### config.mk
export PLATFORM = sky130hd
export DESIGN_NAME = pipeline_hazard_ctrl
export DESIGN_NICKNAME = d
export VERILOG_FILES = /design/src/rtl/pipeline_hazard_ctrl_pkg.sv /design/src/rtl/sat_counter.sv /design/src/rtl/pipeline_hazard_ctrl.sv
export SDC_FILE = /design/constraint.sdc
export NUM_CORES = 1
export LEC_CHECK = 0
export BUFFER_PORTS_ARGS = -buffer_cell sky130_fd_sc_hd__buf_2
export CORE_MARGIN = 4
export CORE_UTILIZATION = 25
export DETAILED_ROUTE_END_ITERATION = 8
export PLACE_DENSITY = 0.44
export SLEW_MARGIN = 15
export SYNTH_ARGS = -nofsm -noshare
export SYNTH_HDL_FRONTEND = slang
export SYNTH_HIERARCHICAL = 1
export SYNTH_SLANG_ARGS = --single-unit
### constraint.sdc
create_clock -name i_clk -period 4.6 [get_ports i_clk]
set_clock_uncertainty 0.05 [all_clocks]
set_input_delay 1.15 -clock i_clk [delete_from_list [all_inputs] [get_ports i_clk]]
set_output_delay 1.15 -clock i_clk [all_outputs]
set_load 0.05 [all_outputs]
### src/rtl/pipeline_hazard_ctrl_pkg.sv
// Shared definitions for the pipeline hazard/stall sequencer.
package pipeline_hazard_ctrl_pkg;

  localparam int unsigned STATE_W = 2;
  localparam int unsigned REG_W   = 5;

  typedef enum logic [STATE_W-1:0] {
    ST_RUN      = 2'd0,
    ST_MEM_WAIT = 2'd1,
    ST_ERROR    = 2'd2
  } state_e;

  localparam logic [REG_W-1:0] REG_ZERO = 5'd0;

  // Hazard kinds; a larger encoding wins when several are present.
  typedef enum logic [1:0] {
    HZ_NONE     = 2'd0,
    HZ_LOAD_USE = 2'd1,
    HZ_BRANCH   = 2'd2,
    HZ_MEMSTALL = 2'd3
  } hazard_e;

  // Highest-priority hazard: a memory freeze overrides everything else.
  localparam hazard_e HZ_TOP_PRIORITY = HZ_MEMSTALL;

  // Pick the winning hazard: memstall > branch > load_use.
  function automatic hazard_e hazard_sel(input logic memstall,
                                         input logic branch,
                                         input logic load_use);
    hazard_e hz;
    hz = HZ_NONE;
    if (memstall)      hz = HZ_TOP_PRIORITY;
    else if (branch)   hz = HZ_BRANCH;
    else if (load_use) hz = HZ_LOAD_USE;
    return hz;
  endfunction

endpackage

### src/rtl/sat_counter.sv
// Saturating up-counter used for pipeline statistics.
module sat_counter #(
  parameter int unsigned W = 32
) (
  input  logic         clk,
  input  logic         rstn,
  input  logic         inc,
  output logic [W-1:0] count
);

  // Count up on inc, holding at all-ones instead of wrapping.
  always_ff @(posedge clk or negedge rstn) begin
    if (!rstn)                     count <= '0;
    else if (inc && (count != '1)) count <= count + W'(1);
  end

endmodule

### src/rtl/pipeline_hazard_ctrl.sv
// Hazard and stall sequencer for the 5-stage pipeline: load-use stalls,
// taken-branch flushes and data-memory freezes with a wait timeout.
module pipeline_hazard_ctrl
  import pipeline_hazard_ctrl_pkg::*;
#(
  parameter int unsigned MEM_TIMEOUT = 16,
  parameter int unsigned CNT_W       = 32
) (
  input  logic             i_clk,
  input  logic             i_rstn,
  input  logic [4:0]       i_IFID_Rs,
  input  logic [4:0]       i_IFID_Rt,
  input  logic             i_IFID_UsesRt,
  input  logic             i_IDEX_MemRead,
  input  logic [4:0]       i_IDEX_Rt,
  input  logic             i_EX_BranchTaken,
  input  logic             i_dmem_req,
  input  logic             i_dmem_ready,
  output logic             o_PCWrite,
  output logic             o_IFID_Write,
  output logic             o_IFID_Flush,
  output logic             o_IDEX_Flush,
  output logic             o_EXMEM_Write,
  output logic             o_MEMWB_Flush,
  output logic [1:0]       o_state,
  output logic             o_error,
  output logic [CNT_W-1:0] o_stall_cnt,
  output logic [CNT_W-1:0] o_flush_cnt,
  output logic [CNT_W-1:0] o_memwait_cnt
);

  localparam int unsigned TMR_W = $clog2(MEM_TIMEOUT + 1);

  state_e           state_q, state_d;
  logic [TMR_W-1:0] timer_q, timer_d;
  logic             error_q;
  logic             load_use, memstall;
  hazard_e          hz;
  logic             inc_stall, inc_flush, inc_memwait;

  // Raw hazard conditions from the ID/EX/MEM stage fields.
  assign load_use = i_IDEX_MemRead && (i_IDEX_Rt != REG_ZERO) &&
                    ((i_IFID_Rs == i_IDEX_Rt) ||
                     (i_IFID_UsesRt && (i_IFID_Rt == i_IDEX_Rt)));
  assign memstall = i_dmem_req && !i_dmem_ready;

  // State, wait timer and sticky error registers.
  always_ff @(posedge i_clk or negedge i_rstn) begin
    if (!i_rstn) begin
      state_q <= ST_RUN;
      timer_q <= '0;
      error_q <= 1'b0;
    end else begin
      state_q <= state_d;
      timer_q <= timer_d;
      error_q <= error_q || (state_d == ST_ERROR);
    end
  end

  // Next state: enter MEM_WAIT on a stall, time out into ERROR.
  always_comb begin
    state_d = state_q;
    timer_d = timer_q;
    case (state_q)
      ST_RUN: begin
        if (memstall) begin
          state_d = ST_MEM_WAIT;
          timer_d = TMR_W'(1);
        end
      end
      ST_MEM_WAIT: begin
        if (memstall) begin
          timer_d = timer_q + TMR_W'(1);
          if (timer_d == TMR_W'(MEM_TIMEOUT)) state_d = ST_ERROR;
        end else begin
          state_d = ST_RUN;
          timer_d = '0;
        end
      end
      ST_ERROR: begin
        state_d = ST_ERROR;
      end
      default: begin
        state_d = ST_RUN;
        timer_d = '0;
      end
    endcase
  end

  // Pipeline controls and statistic strobes; all quiet while in reset.
  always_comb begin
    hz            = HZ_NONE;
    o_PCWrite     = 1'b0;
    o_IFID_Write  = 1'b0;
    o_IFID_Flush  = 1'b0;
    o_IDEX_Flush  = 1'b0;
    o_EXMEM_Write = 1'b0;
    o_MEMWB_Flush = 1'b0;
    inc_stall     = 1'b0;
    inc_flush     = 1'b0;
    inc_memwait   = 1'b0;
    if (i_rstn) begin
      case (state_q)
        ST_RUN:      hz = hazard_sel(memstall, i_EX_BranchTaken, load_use);
        // Held branch/load-use hazards are re-evaluated on release.
        ST_MEM_WAIT: hz = hazard_sel(memstall, i_EX_BranchTaken, load_use);
        ST_ERROR:    hz = HZ_TOP_PRIORITY;
        default:     hz = HZ_NONE;
      endcase
      o_PCWrite     = 1'b1;
      o_IFID_Write  = 1'b1;
      o_EXMEM_Write = 1'b1;
      case (hz)
        HZ_MEMSTALL: begin
          o_PCWrite     = 1'b0;
          o_IFID_Write  = 1'b0;
          o_EXMEM_Write = 1'b0;
          o_MEMWB_Flush = 1'b1;
          inc_memwait   = (state_q != ST_ERROR);
        end
        HZ_BRANCH: begin
          o_IFID_Flush = 1'b1;
          o_IDEX_Flush = 1'b1;
          inc_flush    = 1'b1;
        end
        HZ_LOAD_USE: begin
          o_PCWrite    = 1'b0;
          o_IFID_Write = 1'b0;
          o_IDEX_Flush = 1'b1;
          inc_stall    = 1'b1;
        end
        default: ;
      endcase
    end
  end

  assign o_state = state_q;
  assign o_error = error_q;

  sat_counter #(.W(CNT_W)) u_stall_cnt (
    .clk   (i_clk),
    .rstn  (i_rstn),
    .inc   (inc_stall),
    .count (o_stall_cnt)
  );

  sat_counter #(.W(CNT_W)) u_flush_cnt (
    .clk   (i_clk),
    .rstn  (i_rstn),
    .inc   (inc_flush),
    .count (o_flush_cnt)
  );

  sat_counter #(.W(CNT_W)) u_memwait_cnt (
    .clk   (i_clk),
    .rstn  (i_rstn),
    .inc   (inc_memwait),
    .count (o_memwait_cnt)
  );

endmodule

==> impl_results.md <==
* Sinks on Clock Net at 104
* Die Y-Extent at 156.2 um
* Io pins at between 100 and 150
* Gr usage total at 12.77%
* Port Buf Inserts at approximately 130
* P_leak at about 3 nW
* Layout cell share with drive strength beyond 1 at between 20% and 30%
* Kind of end point of the critical path: primary output
* DRT antenna net count at 0
* Clk Latency, worst-skew pair at 350 ps
* Clock slew at reported path FFs at 80 ps
* P&R area growth vs syn at 22.49%
* Outcome: finished clean
* Period utilization at between 80% and 90%
* Syn Inst Count at around 520
* RSZ-0062 raised after global routing: no
* Max-slew violation total from the final report at 0
* CORE AREA at roughly 21000 um2
* Synthesized Nets at 551
* P per Cell Area at between 300 and 400 nW/um2
* Buf/Inv on CP at 2
* Clock tree buffer depth at 2
* CTS root buf: clkbuf_16
* Fmax at approximately 260 MHz
* Sequential fraction of the synthesis area at between 40% and 50%
* Antenna violations before repair at 0
* Vias in the first global route at around 4600
* Critical-path cell list: buf_2 > or4_1 > o211ai_2 > o311a_1 > buf_2
* Number of nets in the layout at around 690
* H-tree lvl count at 3
* Via Count at 4488
* CP arrival at ~2600 ps
* Resize count post-CTS at 0
* Yosys reg bits at approximately 100
* First-pass GRT wire length at around 25000 um
* ANT cells at 0
* Slowest cell on crit path: or4_1
* Fin. Hold Viols at 0
* Reg2Reg Depth at 10
* Syn Area/Cell at 10.48 um2
* Die X at about 160 um
* Yosys top cell area share at roughly 47%
* GRT overflow at 0
* R2r setup slk at 1800 ps
* Worst hold path stage count at 1
* Setup violators final at 0
* MaxCap Viol Count at 0
* Ys Warns at 6
* DRC at 0
* Initial DRC Count at between 200 and 250
* Hold_sp: u_memwait_cnt/count[31]$_DFFE_PN0P_
* Starting Density at between 20% and 30%
* Average wire per standard cell at roughly 17 um
* Area leader, netlist: dfrtp_1
* Number of setup buffers added after CTS at 0
* Final std cells w/o fill at 938
* WS Path Type: input port to primary output
* Std cell rows at 53
* Placed cell count at between 900 and 1000
* Hold EP: u_memwait_cnt/count[31]$_DFFE_PN0P_
* R2r endpoint: u_stall_cnt/count[31]$_DFFE_PN0P_
* Worst vdd ir at between 0.00015 and 0.0002 V
* Number of enable flip-flop cells after synthesis at 0
* CP peak stage delay at ~570 ps
* Post-CTS Hold Fix Bufs at 0
* Crit Path Max Fanout at 3
* Final wirelength at 15640 um
* Worst r2r src: o_state[0]$_DFF_PN0_
* Cell mode on critical path: buf_2
* CTS tree: built
* Min Clock Period, post-route at around 3800 ps
* Post-synth ARST share at 100.0%
* Detail Placement HPWL at about 12000 um
* Worst-Margin Slew at around 900 ps
* Post-synth cell types at 44
* Largest net degree at the start of global routing at about 70
* Die area at 24400 um2
* Relative slew slack at roughly 40%
* CP startpoint kind: input port
* Gpl congestion at 0.8054
* WP data required at 3400 ps
* Prevailing post-synth register cell: dfrtp_1
* HP Class: flip-flop to flip-flop
* Dominant cells by area after synthesis: dfrtp_1 47%, xnor2_1 12%, nand4_1 5.2%
* Vias/cell at around 4.8
* Setup_tns at 0 ps
* Mapped Area at between 5000 and 6000 um2
* TritonCTS buffer count at 9
* Drt pass-1 iters at 4
* FILL cells at around 2200
* Largest delay contributor family on the critical path: simple AND/OR/NAND/NOR gates
-- state kept, by name, summed over array words and instances (netlist names) --
name / flops
o_error: 1
o_state: 2
timer_q: 5
u_flush_cnt/count: 32
u_memwait_cnt/count: 32
u_stall_cnt/count: 32
-- cell type report --
type                    instances  area, um2  share of cell area (%)
inverters                       7      26.28                  0.3906
clock inverters                 6      48.80                  0.7254
clock buffers                  10      229.0                   3.404
flip-flops and latches        104       2603                   38.69
multi-input cells             405       2805                   41.70
well taps                     275      344.1                   5.115
repair buffers                131      670.6                   9.970
-- cells in the mapped netlist (4+ instances only) --
master,instances
and4_1,12
and3_1,6
nand4_1,46
xnor2_1,74
nor3_2,6
xor2_1,26
or4_4,6
nor2b_1,5
inv_1,7
nand3_1,50
o21ai_0,4
nand2_1,54
nor4_2,4
dfrtp_1,104
o211ai_1,6
nor4_1,10
a21oi_1,6
nor3_1,10
nor2_1,35
ha_1,5
-- metal layers --
layer	GRT usage (%)	vias up	routed length (um)	share of wire, %
li1	-	2180	-	-
met1	16.93	2213	7251	46
met2	20.94	84	7410	47
met3	3.540	11	840	5.4
met4	2.810	0	132	0.84
met5	0	-	0	0
-- worst max path at each step --
stage                            start            to  cells after the start  slack [ps]
after floorplan           i_IDEX_Rt[3]  o_IDEX_Flush                      4         460
after detailed placement  i_IDEX_Rt[1]  o_IFID_Write                      5         780
after global placement    i_IDEX_Rt[1]     o_PCWrite                      5         810
after CTS                 i_IDEX_Rt[1]  o_IFID_Write                      5         780
after global routing      i_IDEX_Rt[1]  o_IFID_Write                      5         750
final                     i_IDEX_Rt[1]  o_IFID_Write                      5         820
-- through the flow --
stage / setup WS [ps] / utilization (%) / power, mW / area (um2) / hold slack, ps
floorplan: 463.1 / - / 1.283 / 5492 / 437.4
global placement: 812.2 / 30.29 / 1.410 / 6449 / 420.1
detailed placement: 784.0 / 30.29 / 1.423 / 6449 / 435.9
CTS: 781.0 / 31.60 / 2.187 / 6726 / 446.7
global route: 748.9 / 31.60 / 2.265 / 6726 / 481.8
finish: 819.2 / 31.60 / 2.141 / 6726 / 445.2
-- power by group --
| group | total [mW] | switching, mW | internal [mW] |
|---|---|---|---|
| registers | 1.02 | 0.0648 | 0.958 |
| logic | 0.373 | 0.280 | 0.0928 |
| clock network | 0.745 | 0.370 | 0.375 |
| total | 2.14 | 0.715 | 1.43 |
-- cell usage in the layout (no fill, tap or decap), types with 4 or more instances in the layout --
cell type,Yosys,routed
clkbuf_16,0,9
ha_1,5,5
nand2_1,54,54
buf_4,1,6
nor3_1,10,10
nor2b_1,5,5
or4_4,6,6
and4_1,12,12
o21ai_0,4,4
nor3_2,6,6
nor4_1,10,10
dfrtp_1,104,104
nor2_1,35,35
nand4_1,46,46
nor4_2,4,4
buf_2,1,125
inv_1,7,7
xnor2_1,74,74
a21oi_1,6,6
nand3_1,50,50
o211ai_1,6,6
xor2_1,26,26
and3_1,6,6
-- cell families after synthesis --
group,count (synthesis),share of synthesized area [%]
XOR/XNOR,100,15.95
AND/OR/NAND/NOR,262,27.96
adder cells (fa/ha/maj),5,1.139
flip-flops,104,47.39
multiplexers,7,1.413
AO/OA/AOI/OAI,31,4.625
buffers and inverters,15,1.527
Note: power is estimated with default switching activity, not from simulation.
